[src/rtl/strobe_pacer_pkg.sv]
`default_nettype none
// ============================================================================
//  Module   : strobe_pacer_pkg
//  Purpose  : Shared types and helpers for the strobe pacer slice.
//  Revision : 1.0  initial release
// ============================================================================
package strobe_pacer_pkg;

   // The pacer has two implicit states, decoded from the spacing counter.
   typedef enum logic {
      PACE_READY   = 1'b0,   // spacing counter is zero, a toggle may fire
      PACE_SPACING = 1'b1    // waiting out the minimum toggle spacing
   } pace_state_e;

   // Width of the spacing counter: clog2(GAP), never less than one bit.
   function automatic int pacer_gap_width(input int gap);
      return (gap > 1) ? $clog2(gap) : 1;
   endfunction

endpackage
`default_nettype wire

[src/rtl/strobe_pacer_if.sv]
`default_nettype none
// ============================================================================
//  Module   : strobe_pacer_if
//  Purpose  : Strobe input / toggle output bundle of the strobe pacer.
//  Revision : 1.0  initial release
// ============================================================================
interface strobe_pacer_if #(
   parameter int CNT_W = 3
);
   logic             din_pulse;   // one strobe per cycle when high
   logic             clr_ovf;     // clears the sticky overflow flag
   logic             dout_togl;   // toggle line towards the crossing
   logic [CNT_W-1:0] pending;     // strobes accepted but not yet emitted
   logic             busy;        // work queued or spacing in progress
   logic             overflow;    // at least one strobe was dropped

   // Strobe source side
   modport master (
      output din_pulse,
      output clr_ovf,
      input  dout_togl,
      input  pending,
      input  busy,
      input  overflow
   );

   // Pacer side
   modport slave (
      input  din_pulse,
      input  clr_ovf,
      output dout_togl,
      output pending,
      output busy,
      output overflow
   );
endinterface
`default_nettype wire

[src/rtl/strobe_pend_ctr.sv]
`default_nettype none
// ============================================================================
//  Module   : strobe_pend_ctr
//  Purpose  : Saturating up/down counter of queued strobes. A simultaneous
//             increment and decrement leaves the count unchanged, even at the
//             maximum; an increment alone at the maximum is reported as drop.
//  Revision : 1.0  initial release
// ============================================================================
module strobe_pend_ctr #(
   parameter int CNT_W = 3
) (
   input  wire logic             clk,
   input  wire logic             arst,
   input  wire logic             inc,
   input  wire logic             dec,
   output logic      [CNT_W-1:0] value,
   output logic                  at_max,
   output logic                  drop
);

   localparam logic [CNT_W-1:0] CNT_MAX = {CNT_W{1'b1}};

   logic [CNT_W-1:0] value_q;
   logic [CNT_W-1:0] value_d;

   assign value  = value_q;
   assign at_max = (value_q == CNT_MAX);
   assign drop   = inc & ~dec & at_max;

   // Next count: saturate on increment, never wrap below zero on decrement.
   always_comb begin
      value_d = value_q;
      if (inc && !dec && !at_max) begin
         value_d = value_q + 1'b1;
      end else if (dec && !inc && (value_q != '0)) begin
         value_d = value_q - 1'b1;
      end
   end

   // Count register, cleared asynchronously.
   always_ff @(posedge clk or posedge arst) begin
      if (arst) begin
         value_q <= '0;
      end else begin
         value_q <= value_d;
      end
   end

endmodule
`default_nettype wire

[src/rtl/strobe_pacer.sv]
`default_nettype none
// ============================================================================
//  Module   : strobe_pacer
//  Purpose  : Queues single-cycle strobes and re-emits them as transitions on
//             a toggle line spaced at least GAP cycles apart, so a downstream
//             toggle synchronizer never merges two strobes.
//  Revision : 1.0  initial release
// ============================================================================
module strobe_pacer
   import strobe_pacer_pkg::*;
#(
   parameter int GAP   = 4,
   parameter int CNT_W = 3
) (
   input  wire logic    clk,
   input  wire logic    arst,
   strobe_pacer_if.slave bus
);

   localparam int             GAP_W    = pacer_gap_width(GAP);
   localparam logic [GAP_W-1:0] GAP_LOAD = GAP_W'(GAP - 1);

   logic [GAP_W-1:0] gap_q;
   logic [GAP_W-1:0] gap_d;
   logic             togl_q;
   logic             togl_d;
   logic             ovf_q;
   logic             ovf_d;

   pace_state_e      state;
   logic             fire;
   logic [CNT_W-1:0] cnt_value;
   logic             cnt_at_max;
   logic             cnt_drop;
   logic             unused_at_max;

   // Pending queue: every accepted strobe counts up, every emission counts down.
   strobe_pend_ctr #(
      .CNT_W (CNT_W)
   ) u_pend_ctr (
      .clk    (clk),
      .arst   (arst),
      .inc    (bus.din_pulse),
      .dec    (fire),
      .value  (cnt_value),
      .at_max (cnt_at_max),
      .drop   (cnt_drop)
   );

   // Saturation is already folded into the counter's drop strobe.
   assign unused_at_max = cnt_at_max;

   assign state = (gap_q == '0) ? PACE_READY : PACE_SPACING;
   // A fresh strobe fires straight through when idle, without queueing.
   assign fire  = ((cnt_value != '0) | bus.din_pulse) & (state == PACE_READY);

   // Next-state for spacing counter, toggle line and sticky overflow.
   always_comb begin
      gap_d  = gap_q;
      togl_d = togl_q;
      ovf_d  = ovf_q;
      if (fire) begin
         togl_d = ~togl_q;
         gap_d  = GAP_LOAD;
      end else if (state == PACE_SPACING) begin
         gap_d  = gap_q - 1'b1;
      end
      // A drop in the same cycle as a clear must leave the flag set.
      if (cnt_drop) begin
         ovf_d = 1'b1;
      end else if (bus.clr_ovf) begin
         ovf_d = 1'b0;
      end
   end

   // Pacer state registers, cleared asynchronously.
   always_ff @(posedge clk or posedge arst) begin
      if (arst) begin
         gap_q  <= '0;
         togl_q <= 1'b0;
         ovf_q  <= 1'b0;
      end else begin
         gap_q  <= gap_d;
         togl_q <= togl_d;
         ovf_q  <= ovf_d;
      end
   end

   assign bus.dout_togl = togl_q;
   assign bus.pending   = cnt_value;
   assign bus.overflow  = ovf_q;
   assign bus.busy      = (cnt_value != '0) | (state == PACE_SPACING);

endmodule
`default_nettype wire

[src/flat_wrapper.sv]
// flat-port wrapper written by rule: the top's interface ports become plain ports
module strobe_pacer_flat import strobe_pacer_pkg::*;
#(
   parameter int GAP   = 4,
   parameter int CNT_W = 3
)
  (clk, arst, bus_din_pulse, bus_clr_ovf, bus_dout_togl, bus_pending, bus_busy, bus_overflow);
  strobe_pacer_if #(.CNT_W(CNT_W)) bus_i ();
  input  wire logic clk;
  input  wire logic arst;
  input wire logic [$bits(bus_i.din_pulse)-1:0] bus_din_pulse;
  input wire logic [$bits(bus_i.clr_ovf)-1:0] bus_clr_ovf;
  output wire logic [$bits(bus_i.dout_togl)-1:0] bus_dout_togl;
  output wire logic [$bits(bus_i.pending)-1:0] bus_pending;
  output wire logic [$bits(bus_i.busy)-1:0] bus_busy;
  output wire logic [$bits(bus_i.overflow)-1:0] bus_overflow;
  assign bus_i.din_pulse = bus_din_pulse;
  assign bus_i.clr_ovf = bus_clr_ovf;
  assign bus_dout_togl = bus_i.dout_togl;
  assign bus_pending = bus_i.pending;
  assign bus_busy = bus_i.busy;
  assign bus_overflow = bus_i.overflow;
  strobe_pacer #(.GAP(GAP), .CNT_W(CNT_W)) u_core (.clk(clk), .arst(arst), .bus(bus_i));
endmodule
[config.mk]
export PLATFORM = sky130hd
export DESIGN_NAME = strobe_pacer_flat
export DESIGN_NICKNAME = d
export VERILOG_FILES = /design/src/rtl/strobe_pacer_pkg.sv /design/src/rtl/strobe_pacer_if.sv /design/src/rtl/strobe_pend_ctr.sv /design/src/rtl/strobe_pacer.sv /design/src/flat_wrapper.sv
export SDC_FILE = /design/constraint.sdc
export NUM_CORES = 1
export LEC_CHECK = 0
export ABC_CLOCK_PERIOD_IN_PS = 6100
export CAP_MARGIN = 40
export CORE_AREA = 2 2 39 41
export DETAILED_ROUTE_END_ITERATION = 8
export DIE_AREA = 0 0 41 43
export PLACE_DENSITY_LB_ADDON = 0.12
export SYNTH_ARGS = -nofsm -noshare
export SYNTH_HDL_FRONTEND = slang
export SYNTH_SLANG_ARGS = --single-unit
[constraint.sdc]
create_clock -name clk -period 6.1 [get_ports clk]
set_clock_uncertainty 0.05 [all_clocks]
set_input_delay 0.61 -clock clk [delete_from_list [all_inputs] [get_ports clk]]
set_output_delay 0.61 -clock clk [all_outputs]
set_load 0.005 [all_outputs]
---- Word-level counts from Yosys, hierarchy flattened ----
Index checks and enable logic that the tools add are counted.
storage, ports and cells
  register bits ........................... 7
  input bits .............................. 4
  output and inout port bits .............. 6
  logic and storage cells ................. 34
cells by class
  add/subtract/negate cells ............... 3
  eq/ne operators ......................... 2
  mux-type cells .......................... 7
  bitwise logic cells ..................... 7
  reduce and logical (&&, ||, !) cells .... 11
operators with widths
  operator                                                            number
  3-bit 2-to-1 mux                                                    2
  1-bit logical AND                                                   4
  2-bit 2-to-1 mux                                                    2
  2-bit nonzero test                                                  2
  3-bit by 1-bit adder with 3-bit output, second input constant       1
  1-bit AND                                                           3
  3-bit equality test, second input constant                          1
  1-bit zero test                                                     3
  1-bit 2-to-1 mux                                                    3
  3-bit nonzero test                                                  1
  3-bit by 1-bit subtractor with 3-bit output, second input constant  1
  2-bit zero test                                                     1
  2-bit != test, second input constant                                1
  1-bit inverter                                                      2
  1-bit OR                                                            2
  2-bit by 1-bit subtractor with 2-bit output, second input constant  1

---- Longest topological paths before layout ----
  word-level depth ........................ 7
  depth in mapped cells ................... 8
  depth with buffers taken out ............ 7

---- Modules after synthesis ----
Synthesis repeated with hierarchy kept, for this count alone.
second synthesis, totals
  cell total of the unflattened synthesis .. 51
  area, all modules ....................... 484.2 sq um
by module, submodules not included
  module           instances  cells each  area an instance (sq um)  sequential area each (sq um)
  strobe_pend_ctr  1          32          286.5                     75.1
  strobe_pacer     1          19          197.7                     100.1

---- Least setup slack after synthesis ----
OpenSTA, ideal clock, no wires.
  path type ............................... reg2reg
  from .................................... register u_core.gap_q[0]
  to ...................................... register u_core.u_pend_ctr.value_q[1] (netlist: u_core.u_pend_ctr.value[1])
  library setup time ...................... 0.128 ns
  arrival time ............................ 1.959 ns
  required time ........................... 5.922 ns
  setup slack ............................. 3.963 ns
  stages on the path, launching flop included .. 9
  path buffers ............................ 1
  clock period less this slack ............ 2.137 ns
  path through ............................ dfrtp_1 -> inv_1 -> ha_1 -> buf_4 -> nand3b_1 -> fa_1 -> mux2_2 -> a222oi_1 -> nand2_1
between the ends
  word-level cells in the longest chain between the ends .. 6
  elaborated cells on any way between the ends .. 9
  classes of those cells .................. 1 x mux; 1 x bitwise; 7 x reduce/logical
RTL lines
  item                              line                   source
  start: declaration                strobe_pacer.sv:23     logic [GAP_W-1:0] gap_q;
  start signal: assignment          strobe_pacer.sv:83     gap_q <= gap_d;
  2-bit zero test                   strobe_pacer.sv:53     assign state = (gap_q == '0) ? PACE_READY : PACE_SPACING;
  1-bit AND                         strobe_pacer.sv:55     assign fire = ((cnt_value != '0) | bus.din_pulse) & (state == PACE_READY);
  1-bit zero test                   strobe_pend_ctr.sv:33  if (inc && !dec && !at_max) begin
  1-bit logical AND (2 in a row)    strobe_pend_ctr.sv:33
  3-bit 2-to-1 mux                  strobe_pend_ctr.sv:33
  net u_core.u_pend_ctr.value_d[1]  strobe_pend_ctr.sv:24  logic [CNT_W-1:0] value_d;
  end signal: assignment            strobe_pend_ctr.sv:45  value_q <= value_d;
  end: declaration                  strobe_pend_ctr.sv:23  logic [CNT_W-1:0] value_q;
The timed path passes the listed nets, and every way through them passes these cells.
A chain may end at the register's enable or synchronous reset.

---- Worst setup path after layout ----
  from .................................... register u_core.gap_q[0]
  to ...................................... output bus_busy
between the ends
  word-level cells in the longest chain between the ends .. 3
RTL lines
  item              line                source
  2-bit zero test   strobe_pacer.sv:53
  1-bit 2-to-1 mux  strobe_pacer.sv:53
  1-bit OR          strobe_pacer.sv:92  assign bus.busy = (cnt_value != '0) | (state == PACE_SPACING);
  end: declaration  flat_wrapper.sv:15  output wire logic [$bits(bus_i.busy)-1:0] bus_busy;
Every way passes these cells.

==> qor.csv <==
metric;value;unit
Critical Path End Type;output pin;
final core occ;44.94;%
drt total wl;878;um
Final ANT Viol Nets;0;
simple logic cell fraction of the synthesized area;28.37;%
Area growth syn-to-layout;19.47;%
top_reg_cell synth;dfrtp_1;
EDFF count, synth;0;
dpl cells;72;
Cells after Synth;51;
FF+latch count, synth;7;
peak supply drop;0.2221;mV
Clock transition at path regs;0.05;ns
Synth area leaders;dfrtp_1 (34%), buf_6 (4.3%), mux2_2 (4.3%), nor3b_1 (4.3%), nor4_4 (4.1%);
worst endpoint required time;5.44;ns
H-tree lvl count;1;
clock sink count;7;
total grt overflow;0;
Synth Net Count;57;
multiplexer area fraction after synthesis;6.250;%
Setup Buffers After CTS;0;
DRT iter0 DRCs;9;
arrival time of the worst setup path;2.03;ns
Syn Area/Cell;10.21;um^2
core area;1384;um^2
xor/xnor share of the synthesized area;3.365;%
Area after DPL;595.6;um^2
Die Wd;41;um
total I/O pin count;10;
Achievable Freq;371.3;MHz
Max Cap Viol;0;
first-pass GRT wire length;1600;um
share of layout cells above drive strength 1;13.33;%
die height;43;um
Post-CTS Hold Buffers;0;
worst min path class;reg2reg;
number of global-route vias before repair;379;
pin count of the biggest net entering global routing;17;
drt first pass iters;4;
count of cell types in the netlist;32;
Slew Viols, Final;0;
drt drc;0;
Place WS;3.299;ns
die area;1763;um^2
layout net count;67;
startpoint types;flip-flop;
Fin Setup TNS;0;ns
Clock Path Buffers;2;
Setup-failing EPs final;0;
Wirelength per Cell;11.55;um
unrepaired setup endpoints after global routing;false;
Synth area leader;dfrtp_1;
Initial Util;37.61;%
Synth Area in Compound Gates;11.78;%
TritonCTS Buffers;3;
Detailed Place HPWL;639.2;um
Netlist Area Pre-Place;520.5;um^2
Synth top area share;33.65;%
status;complete, no violations;
max_slew headroom;68.93;%
Port Buffers;9;
Crit Path Class;reg2out;
Clk Latency, worst-skew pair;0.24;ns
DR vias/cell;5.079;
largest family of logic cells by synthesized area;simple AND/OR/NAND/NOR gates;
Final min period;2.694;ns
Core Rows;14;
YS warnings;0;
crit share post-route;44.16;%
Final Cell Area;621.8;um^2
adder and majority gate portion of the synthesized area;6.250;%
Post-CTS Resized;0;
Hold Vio Cnt, Final;0;
Final Instance Count excl. Fillers;76;
Clock Root Buffer;clkbuf_4;
worst-path fanout max;16;
CTS tree;yes;
via count;386;
GRT Overall Usage;13.63;%
leakage;0.2625;nW
worst setup margin;3.406;ns
antenna violations before repair;0;
FFs w/ async S/R, synth;100.0;%
PwrDens;478.4;nW/um^2
post-synthesis sequential area ratio;33.65;%
Worst Max-Slew Pin Slew;0.4660;ns
RePlAce Congestion;0.6595;
Ant. Diodes;0;
[layer usage]
layer | vias up | routed length, um | part of all wire (%) | GRT usage (%)
li1 | 203 | - | - | -
met1 | 176 | 438 | 50 | 18.79
met2 | 7 | 410 | 47 | 17.81
met3 | 0 | 29 | 3.3 | 3.141
met4 | 0 | 0 | 0 | 10.00
met5 | - | 0 | 0 | 0
[critical path, cell delays in order, from the launching register on]
cell             delay (ns)
dfrtp_1                0.35
inv_1                  0.07
ha_1                   0.45
or4b_1                 0.47
clkdlybuf4s50_1        0.45
[Yosys cell counts, types with 2 or more instances]
| cell | number |
|---|---|
| o21ai_0 | 3 |
| dfrtp_1 | 7 |
| buf_6 | 2 |
| and3b_1 | 2 |
| nand2_1 | 2 |
| nor3b_1 | 3 |
| inv_1 | 5 |
| mux2_2 | 2 |
| nor2b_1 | 2 |
[path summary, 6_finish.rpt]
check | startpoint | slack [ns] | cells past startpoint | to
max | u_core.gap_q[0] | 3.41 | 4 | bus_busy
min | u_core.bus.dout_togl | 0.44 | 1 | u_core.bus.dout_togl
max reg2reg | u_core.gap_q[0] | 3.76 | 7 | u_core.u_pend_ctr.value[1]
min reg2reg | u_core.bus.dout_togl | 0.44 | 1 | u_core.bus.dout_togl
max in group asynchronous | arst | 5.26 | 2 | u_core.bus.overflow
min in group asynchronous | arst | 0.54 | 2 | u_core.gap_q[1]
[flip-flops by register name, summed over array words and instances (netlist names)]
signal and cells:
u_core.gap_q 2, u_core.bus.dout_togl 1, u_core.u_pend_ctr.value 3, u_core.bus.overflow 1
[final cells by class]
class	count	area, um^2
well taps	16	20.02
clock buffers	4	26.28
inverters	5	18.77
flip-flops and latches	7	175.2
multi-input cells	35	291.5
fillers	139	762.0
repair buffers	9	90.09
[stage by stage]
| step | hold WS, ns | power (mW) |
|---|---|---|
| after floorplan | 0.3634 | 0.2139 |
| after global placement | 0.4185 | 0.2559 |
| after detailed placement | 0.4144 | 0.2611 |
| after CTS | 0.4457 | 0.3046 |
| after global routing | 0.4563 | 0.3302 |
| final | 0.4373 | 0.2975 |
[report_power, final]
group	leakage, nW	internal, mW	switching, mW
clock network	0.0150	0.0249	0.0157
registers	0.0801	0.0690	0.0386
logic	0.167	0.0923	0.0570
[kinds of logic after synthesis]
| logic type | Yosys count |
|---|---|
| flip-flops | 7 |
| buffers and inverters | 9 |
| XOR/XNOR | 2 |
| AND/OR/NAND/NOR | 19 |
| multiplexers | 3 |
| adder cells (fa/ha/maj) | 2 |
| AO/OA/AOI/OAI | 9 |
[placed cells by master (no fill, tap or decap), types with 2 or more instances in the layout]
cell type	instances
clkbuf_4	3
dfrtp_1	7
mux2_2	2
and3b_1	2
o21ai_0	3
inv_1	5
nor2b_1	2
nand2_1	2
nor3b_1	3
clkdlybuf4s50_1	9
Note: power is estimated with default switching activity, not from simulation.
